--- src/rtl/seq_mul_acc_pkg.sv ---
// rtl/seq_mul_acc_pkg.sv - shared constants and state encoding for seq_mul_acc
//
// Contents:
//   state_t       FSM state encoding (ST_IDLE, ST_RUN, ST_DONE)
//   DEF_WIDTH     default operand width
//   DEF_CNT_W     iteration counter width for DEF_WIDTH
//   cnt_width()   iteration counter width for any operand width
package seq_mul_acc_pkg;

  typedef enum logic [1:0] {
    ST_IDLE = 2'd0,
    ST_RUN  = 2'd1,
    ST_DONE = 2'd2
  } state_t;

  localparam int DEF_WIDTH = 8;
  localparam int DEF_CNT_W = $clog2(DEF_WIDTH + 1);

  function automatic int cnt_width(input int w);
    return $clog2(w + 1);
  endfunction

endpackage

--- src/rtl/seq_mul_acc_if.sv ---
// rtl/seq_mul_acc_if.sv - start/busy/done operand and result bundle for seq_mul_acc
//
// Signals:
//   start        request, sampled only while the unit is idle
//   Q, B, rem    multiplier, multiplicand, addend (unsigned, WIDTH bits)
//   busy         high while iterating
//   done         one-cycle completion pulse
//   Res          result Q*B + rem (2*WIDTH bits), held until next completion
//   err          pair-check flag, meaningful only while done is high
// Modports: master drives operands and start; slave is the arithmetic unit.
interface seq_mul_acc_if
  import seq_mul_acc_pkg::*;
#(
  parameter int WIDTH = DEF_WIDTH
);

  logic                 start;
  logic [WIDTH-1:0]     Q;
  logic [WIDTH-1:0]     B;
  logic [WIDTH-1:0]     rem;
  logic                 busy;
  logic                 done;
  logic [2*WIDTH-1:0]   Res;
  logic                 err;

  modport master (
    output start, Q, B, rem,
    input  busy, done, Res, err
  );

  modport slave (
    input  start, Q, B, rem,
    output busy, done, Res, err
  );

endinterface

--- src/rtl/seq_mul_acc.sv ---
// rtl/seq_mul_acc.sv - shift-and-add unit computing Res = Q*B + rem, one multiplier bit per clock
//
// Ports:
//   clk    rising-edge clock
//   rst    synchronous, active-high reset
//   bus    seq_mul_acc_if.slave: start/Q/B/rem in, busy/done/Res/err out
// Build option:
//   SEQ_MUL_ACC_CHECK_EN  when defined, err flags operand triples a restoring
//                         divider cannot produce (B == 0 or rem >= B); when
//                         undefined, err is tied to 0 and no comparator exists.
module seq_mul_acc
  import seq_mul_acc_pkg::*;
#(
  parameter int WIDTH = DEF_WIDTH
) (
  input  logic             clk,
  input  logic             rst,
  seq_mul_acc_if.slave     bus
);

  localparam int CW = cnt_width(WIDTH);

  state_t               state_q, state_d;

  logic [2*WIDTH-1:0]   acc_q;
  logic [2*WIDTH-1:0]   mcand_q;
  logic [WIDTH-1:0]     mplier_q;
  logic [CW-1:0]        cnt_q;
  logic [2*WIDTH-1:0]   res_q;

  logic [2*WIDTH-1:0]   acc_sum;
  logic                 last_iter;
  logic                 busy_c;
  logic                 done_c;

  // The result cannot exceed 2^(2W) - 2^W, so the plain 2W-bit add never
  // needs a carry-out.
  always_comb begin
    acc_sum   = acc_q;
    last_iter = 1'b0;
    if (mplier_q[0]) begin
      acc_sum = acc_q + mcand_q;
    end
    if (state_q == ST_RUN && cnt_q == CW'(WIDTH - 1)) begin
      last_iter = 1'b1;
    end
  end

  always_ff @(posedge clk) begin
    if (rst) begin
      state_q <= ST_IDLE;
    end else begin
      state_q <= state_d;
    end
  end

  // busy and done decode the registered state only, so no input reaches an
  // output combinationally.
  always_comb begin
    state_d = state_q;
    busy_c  = 1'b0;
    done_c  = 1'b0;
    case (state_q)
      ST_IDLE: begin
        if (bus.start) begin
          state_d = ST_RUN;
        end
      end
      ST_RUN: begin
        busy_c = 1'b1;
        if (last_iter) begin
          state_d = ST_DONE;
        end
      end
      ST_DONE: begin
        done_c  = 1'b1;
        state_d = ST_IDLE;
      end
      default: begin
        state_d = ST_IDLE;
      end
    endcase
  end

  always_ff @(posedge clk) begin
    if (rst) begin
      acc_q    <= '0;
      mcand_q  <= '0;
      mplier_q <= '0;
      cnt_q    <= '0;
      res_q    <= '0;
    end else begin
      case (state_q)
        ST_IDLE: begin
          if (bus.start) begin
            mcand_q  <= {{WIDTH{1'b0}}, bus.B};
            mplier_q <= bus.Q;
            acc_q    <= {{WIDTH{1'b0}}, bus.rem};
            cnt_q    <= '0;
          end
        end
        ST_RUN: begin
          acc_q    <= acc_sum;
          mcand_q  <= mcand_q << 1;
          mplier_q <= mplier_q >> 1;
          cnt_q    <= cnt_q + CW'(1);
          if (last_iter) begin
            res_q <= acc_sum;
          end
        end
        default: begin
        end
      endcase
    end
  end

  assign bus.busy = busy_c;
  assign bus.done = done_c;
  assign bus.Res  = res_q;

`ifdef SEQ_MUL_ACC_CHECK_EN
  // Captured with the operands, so later changes on B/rem cannot disturb it.
  logic flag_q;

  always_ff @(posedge clk) begin
    if (rst) begin
      flag_q <= 1'b0;
    end else if (state_q == ST_IDLE && bus.start) begin
      flag_q <= (bus.B == '0) || (bus.rem >= bus.B);
    end
  end

  assign bus.err = done_c & flag_q;
`else
  assign bus.err = 1'b0;
`endif

endmodule

--- src/flat_wrapper.sv ---
// flat-port wrapper written by rule: the top's interface ports become plain ports
module seq_mul_acc_flat import seq_mul_acc_pkg::*;
#(
  parameter int WIDTH = DEF_WIDTH
)
  (clk, rst, bus_start, bus_Q, bus_B, bus_rem, bus_busy, bus_done, bus_Res, bus_err);
  seq_mul_acc_if #(.WIDTH(WIDTH)) bus_i ();
  input  logic clk;
  input  logic rst;
  input wire logic [$bits(bus_i.start)-1:0] bus_start;
  input wire logic [$bits(bus_i.Q)-1:0] bus_Q;
  input wire logic [$bits(bus_i.B)-1:0] bus_B;
  input wire logic [$bits(bus_i.rem)-1:0] bus_rem;
  output wire logic [$bits(bus_i.busy)-1:0] bus_busy;
  output wire logic [$bits(bus_i.done)-1:0] bus_done;
  output wire logic [$bits(bus_i.Res)-1:0] bus_Res;
  output wire logic [$bits(bus_i.err)-1:0] bus_err;
  assign bus_i.start = bus_start;
  assign bus_i.Q = bus_Q;
  assign bus_i.B = bus_B;
  assign bus_i.rem = bus_rem;
  assign bus_busy = bus_i.busy;
  assign bus_done = bus_i.done;
  assign bus_Res = bus_i.Res;
  assign bus_err = bus_i.err;
  seq_mul_acc #(.WIDTH(WIDTH)) u_core (.clk(clk), .rst(rst), .bus(bus_i));
endmodule
--- config.mk ---
export PLATFORM = sky130hd
export DESIGN_NAME = seq_mul_acc_flat
export DESIGN_NICKNAME = d
export VERILOG_FILES = /design/src/rtl/seq_mul_acc_pkg.sv /design/src/rtl/seq_mul_acc_if.sv /design/src/rtl/seq_mul_acc.sv /design/src/flat_wrapper.sv
export SDC_FILE = /design/constraint.sdc
export NUM_CORES = 1
export LEC_CHECK = 0
export BUFFER_PORTS_ARGS = -buffer_cell sky130_fd_sc_hd__clkbuf_2
export CORE_MARGIN = 3
export CORE_UTILIZATION = 52
export CTS_BUF_LIST = sky130_fd_sc_hd__clkbuf_16
export DETAILED_ROUTE_END_ITERATION = 12
export HOLD_SLACK_MARGIN = 0.02
export PLACE_DENSITY = 0.76
export SYNTH_ARGS = -nofsm -noshare
export SYNTH_HDL_FRONTEND = slang
export SYNTH_SLANG_ARGS = --single-unit
--- constraint.sdc ---
create_clock -name clk -period 2.3 [get_ports clk]
set_input_delay 0.115 -clock clk [delete_from_list [all_inputs] [get_ports clk]]
set_output_delay 0.115 -clock clk [all_outputs]
set_load 0.01 [all_outputs]
==> flow_metrics.py, run 1 <==
metrics = {
    "die": {
        "core-area_um2": 5960,
        "dieArea_um2": 7180,
        "fp.dieW_um": 84.8,
        "chipHeight_um": 84.8,
        "rows": 28,
        "start_util": 0.542,
        "pin_count": 46,
    },
    "logic_synthesis": {
        "syn-mean-instance-area_um2": 8.79,
        "synth_simple_gate_area_frac": 0.137,
        "synth_cell_types": 48,
        "synth_top_family_by_area": "compound AO/OA/AOI/OAI gates",
        "synthXorXnorAreaFrac": 0.0353,
        "yosysSeqAreaShare": 0.385,
        "synth_edf_count": 0,
        "yosys_warnings": 0,
        "synth_top_flop_cell": "dfxtp_1",
        "synth_mux_area_frac": 0.0384,
        "async_flop_share": 0,
        "synthesis.area_um2": 3230,
        "yosys.area_share.adder": 0.0683,
        "syn_nets": 411,
        "synth_compound_area_frac": 0.299,
        "synth-seq-cells": 62,
        "synthCells": 367,
    },
    "critical_path": {
        "rrSetupSlack_ns": 0.08,
        "critPathLaunchType": "register",
        "critPathKind": "reg -> reg",
        "critPathCapture": "u_core.bus.Res[12]",
        "r2r_cells": 9,
        "cp.arrival_ns": 2.40,
        "reg2reg_from": "u_core.mcand_q[0]",
        "cp_max_fo": 3,
        "regToRegEndpoint": "u_core.bus.Res[12]",
        "cp.required_ns": 2.48,
        "end_kind": "register",
        "critPathLaunch": "u_core.mcand_q[0]",
    },
    "clock_tree": {
        "cts_buffers": 9,
        "clock-sinks": 62,
        "clk_pin_slew_ns": 0.05,
        "cts_buffer_depth": 2,
        "h-tree-depth": 3,
        "clk-insertion-delay-late_ns": 0.33,
        "cts_root_buffer": "clkbuf_16",
        "cts_tree": "built",
    },
    "route": {
        "dr.pass1.iters": 5,
        "post_drt_wl_per_cell_um": 16.6,
        "totalWireLength_um": 8570,
        "via_per_inst": 5.90,
        "drt_iter0_markers": 255,
        "ant_nets": 0,
        "vias": 3046,
        "drc": 0,
    },
    "sta": {
        "final_min_period_over_clock_period": 0.964,
        "rsz0062_at_grt": "yes",
        "fin_hold_ws_ns": 0.0245,
        "fmax_mhz": 451,
        "fin_ws_ns": 0.0831,
        "min_period_ns": 2.22,
        "slew_headroom": 0.556,
        "clock_skew_ns": 0.00658,
        "finalHoldViolCount": 0,
        "slew_viol_final": 0,
        "worst_pin_slew_ns": 0.666,
        "setup_viol": 0,
    },
    "grt": {
        "antenna_found_initial": 0,
        "grt.overflow.total": 0,
        "track_usage": 0.249,
        "grt_max_degree": 26,
        "grt_pass1_vias": 2985,
        "grt_pass1_wl_um": 14100,
    },
    "power": {
        "leakage_nw": 1.85,
        "power.total_w": 0.00302,
        "power_density_nw_per_um2": 742,
        "ir_drop_v": 0.000633,
    },
    "final_layout": {
        "final_common_cell": "dfxtp_1",
        "finish.utilization": 0.683,
        "design_area_um2": 4070,
        "fillers": 499,
        "layout_common_cells": "dfxtp_1 (60), clkbuf_2 (44), nor2_1 (41)",
        "fin_nets": 480,
        "antennaDiodeCount": 0,
        "multiInputGateArea_um2": 1890,
        "areaGrowthSynthToFinish_pct": 26.1,
        "drive_above_1_share": 0.243,
        "seqCellArea_um2": 1240,
    },
    "placed_design": {
        "numPortBuffers": 44,
        "dpl_worst_slack_ns": 0.0239,
        "placed_area_um2": 3630,
        "place_congestion": 0.915,
        "place_hpwl_um": 5850,
    },
    "hold_path": {
        "hp-class": "in -> reg",
    },
    "outcome": {
        "outcome": "completed",
    },
    "run": {
        "drv_cap": 0,
    },
}
[where the power goes]
group	internal, W	leakage (nW)	total (W)	switching [W]
logic	0.000204	1.19	0.000444	0.000240
clock network	0.000930	0.153	0.00140	0.000467
registers	0.00113	0.506	0.00118	0.0000517
total	0.00226	1.85	0.00302	0.000760
[stage by stage]
step,instances,setup TNS [ns]
after detailed placement,489,0
after floorplan,367,0
after global routing,516,-0.0721
after CTS,515,0
final,516,0
after global placement,489,0
[state kept, by name, indices dropped and copies added, names as in the netlist]
register	count
u_core.mcand_q	16
u_core.acc_q	16
u_core.state_q	2
u_core.bus.Res	16
u_core.cnt_q	4
u_core.mplier_q	8
[worst max-delay path, cell delays in order, from the launching register on]
cell	delay, ns
dfxtp_2	0.33
ha_4	0.16
fa_2	0.33
a21o_1	0.19
a221oi_2	0.20
buf_4	0.16
o21ai_1	0.09
a31oi_1	0.24
xor2_1	0.23
a311oi_1	0.13
[cell type report]
| class | instances | share of cell area |
|---|---|---|
| clock buffers | 9 | 0.0554 |
| clock inverters | 7 | 0.0197 |
| inverters | 8 | 0.00738 |
| multi-input cells | 276 | 0.464 |
| flip-flops and latches | 62 | 0.306 |
| well taps | 75 | 0.0231 |
| repair buffers | 79 | 0.125 |
[cell usage after synthesis (3+ instances only)]
cell type	count	area share
nand2b_1	4	0.0078
xnor2_1	7	0.019
mux2i_1	9	0.028
clkbuf_1	13	0.015
o21ai_0	20	0.031
buf_1	4	0.0047
a22oi_1	8	0.019
xor2_1	6	0.016
buf_2	3	0.0047
nor2_1	41	0.048
a31oi_1	3	0.0058
mux2_2	3	0.010
a22o_1	12	0.033
nor3_1	4	0.0062
o22ai_1	3	0.0058
dfxtp_1	62	0.38
a211oi_1	11	0.026
inv_1	6	0.0070
nand2_1	27	0.031
o211ai_1	6	0.014
a21o_1	10	0.023
a222oi_1	5	0.016
a21oi_1	32	0.050
nor2b_1	11	0.021
o221a_2	10	0.035
ha_1	16	0.062
[per-layer routing]
metal / global-route usage / up-vias / part of all wire
li1: - / 1503 / -
met2: 0.403 / 97 / 0.47
met3: 0.0667 / 21 / 0.051
met4: 0.104 / 0 / 0.024
met1: 0.313 / 1425 / 0.45
met5: 0 / - / 0
[cells by family after synthesis]
logic type | count (synthesis)
AND/OR/NAND/NOR | 98
buffers and inverters | 29
AO/OA/AOI/OAI | 135
flip-flops | 62
other | 1
adder cells (fa/ha/maj) | 17
multiplexers | 12
XOR/XNOR | 13
[how the worst min path moves through the flow]
stage / cells past startpoint / endpoint / slack, ns / startpoint
2_1_floorplan: 2 / u_core.acc_q[2] / 0.23 / bus_rem[2]
6_report: 3 / u_core.mcand_q[3] / 0.02 / bus_B[3]
3_3_place_gp: 3 / u_core.acc_q[2] / 0.33 / bus_rem[2]
5_1_grt: 3 / u_core.acc_q[3] / 0.05 / bus_rem[3]
3_5_place_dp: 2 / u_core.mplier_q[7] / 0.33 / bus_Q[7]
4_1_cts: 3 / u_core.mcand_q[3] / 0.03 / bus_B[3]
[what timing repair did]
item | CTS | global route
endpoints found under the hold margin | 8 | 0
gates resized for setup | 2 | 6
buffers inserted | 2 | 1
pin swaps | 6 | 2
endpoints found under the setup margin | 2 | 6
hold buffers | 8 | 0
No activity file was read; power rests on OpenSTA's default activity.
==> inputs of run 2 (changes only) <==
Settings changed: CORE_UTILIZATION 52 to 53, CTS_BUF_LIST sky130_fd_sc_hd__clkbuf_16 to sky130_fd_sc_hd__clkbuf_8, GPL_ROUTABILITY_DRIVEN set to 0, PLACE_DENSITY 0.76 to 0.78.
==> run 2 against run 1 <==
Non-clock buffer count rose by 3. Sequential share of layout area grew 0.075 points. Sequential power about the same. Clock power down 7%. Power down 3.2%. Register-to-register slack is essentially flat. Cell area shrank 0.25%. Critical path depth did not move. Combinational power about the same. Clock skew grew 0.0042 ns. Largest power group unchanged.
==> flow_metrics.py, run 2 (synthesis results as in run 1) <==
metrics = {
    "critical_path": {
        "cp_max_fo": 4,
        "regToRegEndpoint": "u_core.acc_q[14]",
        "rrSetupSlack_ns": 0.09,
        "critPathLaunchType": "register",
        "r2r_cells": 9,
        "critPathKind": "reg -> reg",
        "end_kind": "register",
        "reg2reg_from": "u_core.acc_q[0]",
        "crit_chain": "ha_4, fa_2, a21o_1, a221oi_2, buf_4, o211ai_1, a31oi_1, xnor2_1, a22o_2",
        "critPathCapture": "u_core.acc_q[14]",
        "cp.required_ns": 2.54,
        "cp.arrival_ns": 2.45,
        "crit_slowest_cell": "dfxtp_2",
        "critPathLaunch": "u_core.acc_q[0]",
        "cpPeakStageDelay_ns": 0.34,
    },
    "sta": {
        "min_period_ns": 2.21,
        "tns_ns": 0,
        "slew_headroom": 0.540,
        "worst_pin_slew_ns": 0.690,
        "fin_ws_ns": 0.0868,
        "setup_viol": 0,
        "fin_hold_ws_ns": 0.197,
        "rsz0062_at_grt": "no",
        "final_min_period_over_clock_period": 0.962,
        "slew_viol_final": 0,
        "clock_skew_ns": 0.0108,
        "finalHoldViolCount": 0,
        "fmax_mhz": 452,
    },
    "placed_design": {
        "dpl_worst_slack_ns": -0.0158,
        "placed_area_um2": 3620,
        "numPortBuffers": 44,
        "place_hpwl_um": 5720,
    },
    "route": {
        "totalWireLength_um": 8360,
        "via_per_inst": 6.02,
        "dr.pass1.iters": 7,
        "drt_iter0_markers": 227,
        "post_drt_wl_per_cell_um": 16.2,
        "drc": 0,
        "ant_nets": 0,
        "vias": 3107,
    },
    "power": {
        "power_density_nw_per_um2": 720,
        "ir_drop_v": 0.000581,
        "leakage_nw": 1.84,
        "power.total_w": 0.00292,
    },
    "hold_path": {
        "hp-class": "in -> reg",
        "min_path_cells": 5,
    },
    "clock_tree": {
        "clock-sinks": 62,
        "h-tree-depth": 3,
        "cts_buffer_depth": 2,
        "clk_pin_slew_ns": 0.08,
        "cts_tree": "built",
        "clk-insertion-delay-late_ns": 0.35,
        "cts_buffers": 9,
        "cts_root_buffer": "clkbuf_8",
    },
    "final_layout": {
        "areaGrowthSynthToFinish_pct": 25.8,
        "layout_common_cells": "dfxtp_1 (60), clkbuf_2 (44), nor2_1 (41)",
        "fin_nets": 483,
        "drive_above_1_share": 0.248,
        "design_area_um2": 4060,
        "antennaDiodeCount": 0,
        "final_common_cell": "dfxtp_1",
    },
    "grt": {
        "grt_pass1_wl_um": 13700,
        "antenna_found_initial": 0,
        "grt_max_degree": 29,
        "grt.overflow.total": 0,
        "track_usage": 0.239,
        "grt_pass1_vias": 2953,
    },
    "die": {
        "fp.dieW_um": 84.0,
        "chipHeight_um": 84.0,
        "dieArea_um2": 7060,
        "pin_count": 46,
        "core-area_um2": 5710,
        "start_util": 0.565,
        "rows": 27,
    },
    "outcome": {
        "outcome": "completed",
    },
    "run": {
        "drv_cap": 0,
    },
}
-- run 2: cell types whose count changed in the layout (fill, tap and decap cells not counted) --
cell | before | now
clkbuf_8 | 0 | 10
clkbuf_16 | 9 | 0
dlygate4sd3_1 | 8 | 12
clkinv_1 | 5 | 2
bufinv_16 | 2 | 4
buf_6 | 1 | 0
clkinvlp_4 | 0 | 1
inv_1 | 7 | 6
-- run 2: layout make-up --
cell class	instances	area [um^2]
flip-flops and latches	62	1240
inverters	8	30.0
fillers	447	1650
multi-input cells	276	1890
clock inverters	6	133
well taps	72	90.1
clock buffers	10	138
repair buffers	82	536
-- run 2: power breakdown --
part	leakage (nW)	total [W]	internal, W	switching (W)
Sequential	0.506	0.00118	0.00112	0.0000539
Clock	0.132	0.00130	0.000857	0.000444
Combinational	1.21	0.000443	0.000208	0.000235
Total	1.84	0.00292	0.00219	0.000733
-- run 2: per-stage QoR --
| stage | utilization | instances |
|---|---|---|
| finish | 0.711 | 516 |
| global route | 0.711 | 516 |
| CTS | 0.705 | 514 |
| detailed placement | 0.634 | 485 |
| global placement | 0.634 | 485 |
| floorplan | - | 367 |
-- run 2: per-layer routing --
metal | vias up | global-route usage | part of all wire
met4 | 0 | 0.0921 | 0.015
li1 | 1516 | - | -
met3 | 11 | 0.0484 | 0.062
met1 | 1464 | 0.314 | 0.46
met5 | - | 0 | 0
met2 | 116 | 0.384 | 0.47
-- run 2: timing repair --
item | in CTS | in global routing
hold endpoints to repair | 13 | 0
resized for setup | 1 | 6
buffers inserted | 1 | 2
hold buffers | 12 | 0
pin swaps | 2 | 5
setup endpoints to repair | 3 | 9
-- run 2: worst min-delay path by stage --
stage               start                 end
2_1_floorplan  bus_rem[2]     u_core.acc_q[2]
3_3_place_gp   bus_rem[2]     u_core.acc_q[2]
3_5_place_dp     bus_Q[7]  u_core.mplier_q[7]
4_1_cts        bus_rem[1]     u_core.acc_q[1]
5_1_grt          bus_Q[3]  u_core.mplier_q[3]
6_report       bus_rem[1]     u_core.acc_q[1]
-- run 2: critical path: cells and delay by family (launching register included) --
kind | cells | cell delay [ns]
AOI/OAI and AO/OA | 5 | 0.95
xor gates and xnor gates | 1 | 0.13
buffers and inverters | 1 | 0.16
DFF | 1 | 0.34
adders and majority gates | 2 | 0.50
==> inputs of run 3 (changes only) <==
Settings changed: CORE_UTILIZATION 53 to 25, PLACE_DENSITY 0.78 to 0.43.
==> run 3 against run 2 <==
Critical endpoint unchanged. First-iteration DRC count fell by 32%. Register-to-register slack improved by 0.02 ns. Clock power shrank 16%. Worst setup slack better by 0.025 ns. Sequential power is essentially flat. Fmax is 1.1% higher.
==> flow_metrics.py, run 3 (synthesis results as in run 1) <==
metrics = {
    "outcome": {
        "outcome": "completed",
    },
    "grt": {
        "track_usage": 0.140,
        "grt_pass1_vias": 3049,
        "grt_max_degree": 29,
        "antenna_found_initial": 0,
        "grt_pass1_wl_um": 16000,
        "grt.overflow.total": 0,
    },
    "sta": {
        "slew_headroom": 0.584,
        "finalHoldViolCount": 0,
        "final_min_period_over_clock_period": 0.952,
        "worst_pin_slew_ns": 0.622,
        "min_period_ns": 2.19,
        "tns_ns": 0,
        "rsz0062_at_grt": "yes",
        "clock_skew_ns": 0.0108,
        "setup_viol": 0,
        "fmax_mhz": 457,
        "slew_viol_final": 0,
    },
    "die": {
        "pin_count": 46,
        "dieArea_um2": 14300,
        "fp.dieW_um": 120,
        "core-area_um2": 12300,
        "rows": 40,
        "start_util": 0.262,
        "chipHeight_um": 120,
    },
    "route": {
        "ant_nets": 0,
        "totalWireLength_um": 9610,
        "drt_iter0_markers": 155,
        "vias": 2999,
        "dr.pass1.iters": 4,
        "drc": 0,
        "post_drt_wl_per_cell_um": 15.7,
        "via_per_inst": 4.88,
    },
    "power": {
        "p_clk_frac": 0.400,
        "p_comb_frac": 0.168,
        "internal-power_w": 0.00197,
        "leakage_nw": 1.83,
        "ir_drop_v": 0.000332,
        "power_density_nw_per_um2": 653,
        "netSwitchingPower_w": 0.000743,
        "netSwitchingFraction": 0.274,
        "seqPwrFrac": 0.432,
    },
    "clock_tree": {
        "cts_tree": "built",
        "cts_buffers": 9,
        "h-tree-depth": 3,
        "clock-sinks": 62,
        "clk-insertion-delay-late_ns": 0.34,
        "clk_pin_slew_ns": 0.07,
        "cts_buffer_depth": 2,
        "cts_root_buffer": "clkbuf_8",
    },
    "final_layout": {
        "layoutNonFillerInstCount": 614,
        "multiInputGateArea_um2": 1900,
        "final_common_cell": "dfxtp_1",
        "fin_nets": 485,
        "areaGrowthSynthToFinish_pct": 28.9,
        "seqCellArea_um2": 1240,
        "drive_above_1_share": 0.258,
        "antennaDiodeCount": 0,
        "fillers": 1347,
        "layout_common_cells": "dfxtp_1 (60), clkbuf_2 (44), nor2_1 (41)",
    },
    "critical_path": {
        "crit_slowest_cell": "dfxtp_2",
        "critPathLaunchType": "register",
        "critPathKind": "reg -> reg",
        "crit_chain": "ha_4, fa_2, a21o_1, a221oi_2, buf_4, o211ai_1, a31oi_1, xnor2_1, a22o_2",
        "cp_max_fo": 4,
        "cpPeakStageDelay_ns": 0.34,
        "end_kind": "register",
        "cp.arrival_ns": 2.42,
        "cp.required_ns": 2.53,
    },
    "run": {
        "drv_cap": 0,
    },
    "placed_design": {
        "numPortBuffers": 44,
        "place_hpwl_um": 7150,
        "dp_cells": 585,
    },
    "hold_path": {
        "hp-class": "in -> reg",
    },
}
run 3: cell count changes in the layout (fill, tap and decap cells not counted), moves of 2 or more:
cell           change
clkinvlp_4         +2
buf_4              +4
dlygate4sd3_1      -2
bufinv_16          -2
run 3: final cells by class:
cell class,count,share of cell area
Clock inverter,6,0.0208
Clock buffer,10,0.0331
Sequential cell,62,0.299
Multi-Input combinational cell,276,0.458
Tap cell,168,0.0506
Timing Repair Buffer,84,0.131
Inverter,8,0.00722
run 3: metal layers:
metal	track usage	up-vias	share of wire
met5	0	-	0
met4	0.0472	0	0.014
met3	0.0226	10	0.027
met2	0.221	49	0.45
met1	0.194	1433	0.51
li1	-	1507	-
run 3: per-stage QoR:
stage	utilization	hold slack [ns]	area (um^2)	total power (W)	setup WS [ns]
3_5_place_dp	0.307	0.344	3780	0.00163	-0.0250
6_report	0.338	0.0375	4160	0.00271	0.111
5_1_grt	0.338	0.0572	4160	0.00286	-0.0255
4_1_cts	0.334	0.0276	4120	0.00274	0.0289
3_3_place_gp	0.307	0.336	3780	0.00162	-0.00115
2_1_floorplan	-	0.234	3230	0.00146	0.0644
run 3: power by group through the flow:
stage | sequential (W) | clock, W | combinational (W)
after floorplan | 0.00118 | 0 | 0.000288
after global placement | 0.00119 | 0 | 0.000429
after detailed placement | 0.00120 | 0 | 0.000432
after CTS | 0.00117 | 0.00112 | 0.000450
after global routing | 0.00118 | 0.00117 | 0.000511
final | 0.00117 | 0.00109 | 0.000456
run 3: what timing repair did:
item / CTS / global route
buffers inserted: 1 / 2
pin swaps: 2 / 5
resized for setup: 2 / 7
hold endpoints to repair: 10 / 0
hold buffers: 10 / 0
endpoints found under the setup margin: 4 / 10
run 3: worst paths after layout:
check,cells past startpoint,slack [ns],end,start
setup / recovery,9,0.11,u_core.acc_q[14],u_core.mcand_q[0]
setup reg to reg,9,0.11,u_core.acc_q[14],u_core.mcand_q[0]
hold reg to reg,2,0.47,u_core.mplier_q[6],u_core.mplier_q[7]
hold / removal,3,0.04,u_core.mplier_q[0],bus_Q[0]
run 3: worst max-delay path: cells and delay by family, from the launching register on:
kind	cells	cell delay (ns)
AOI/OAI and AO/OA	5	0.96
xor gates and xnor gates	1	0.11
adders and majority gates	2	0.49
buffers and inverters	1	0.17
DFF	1	0.34
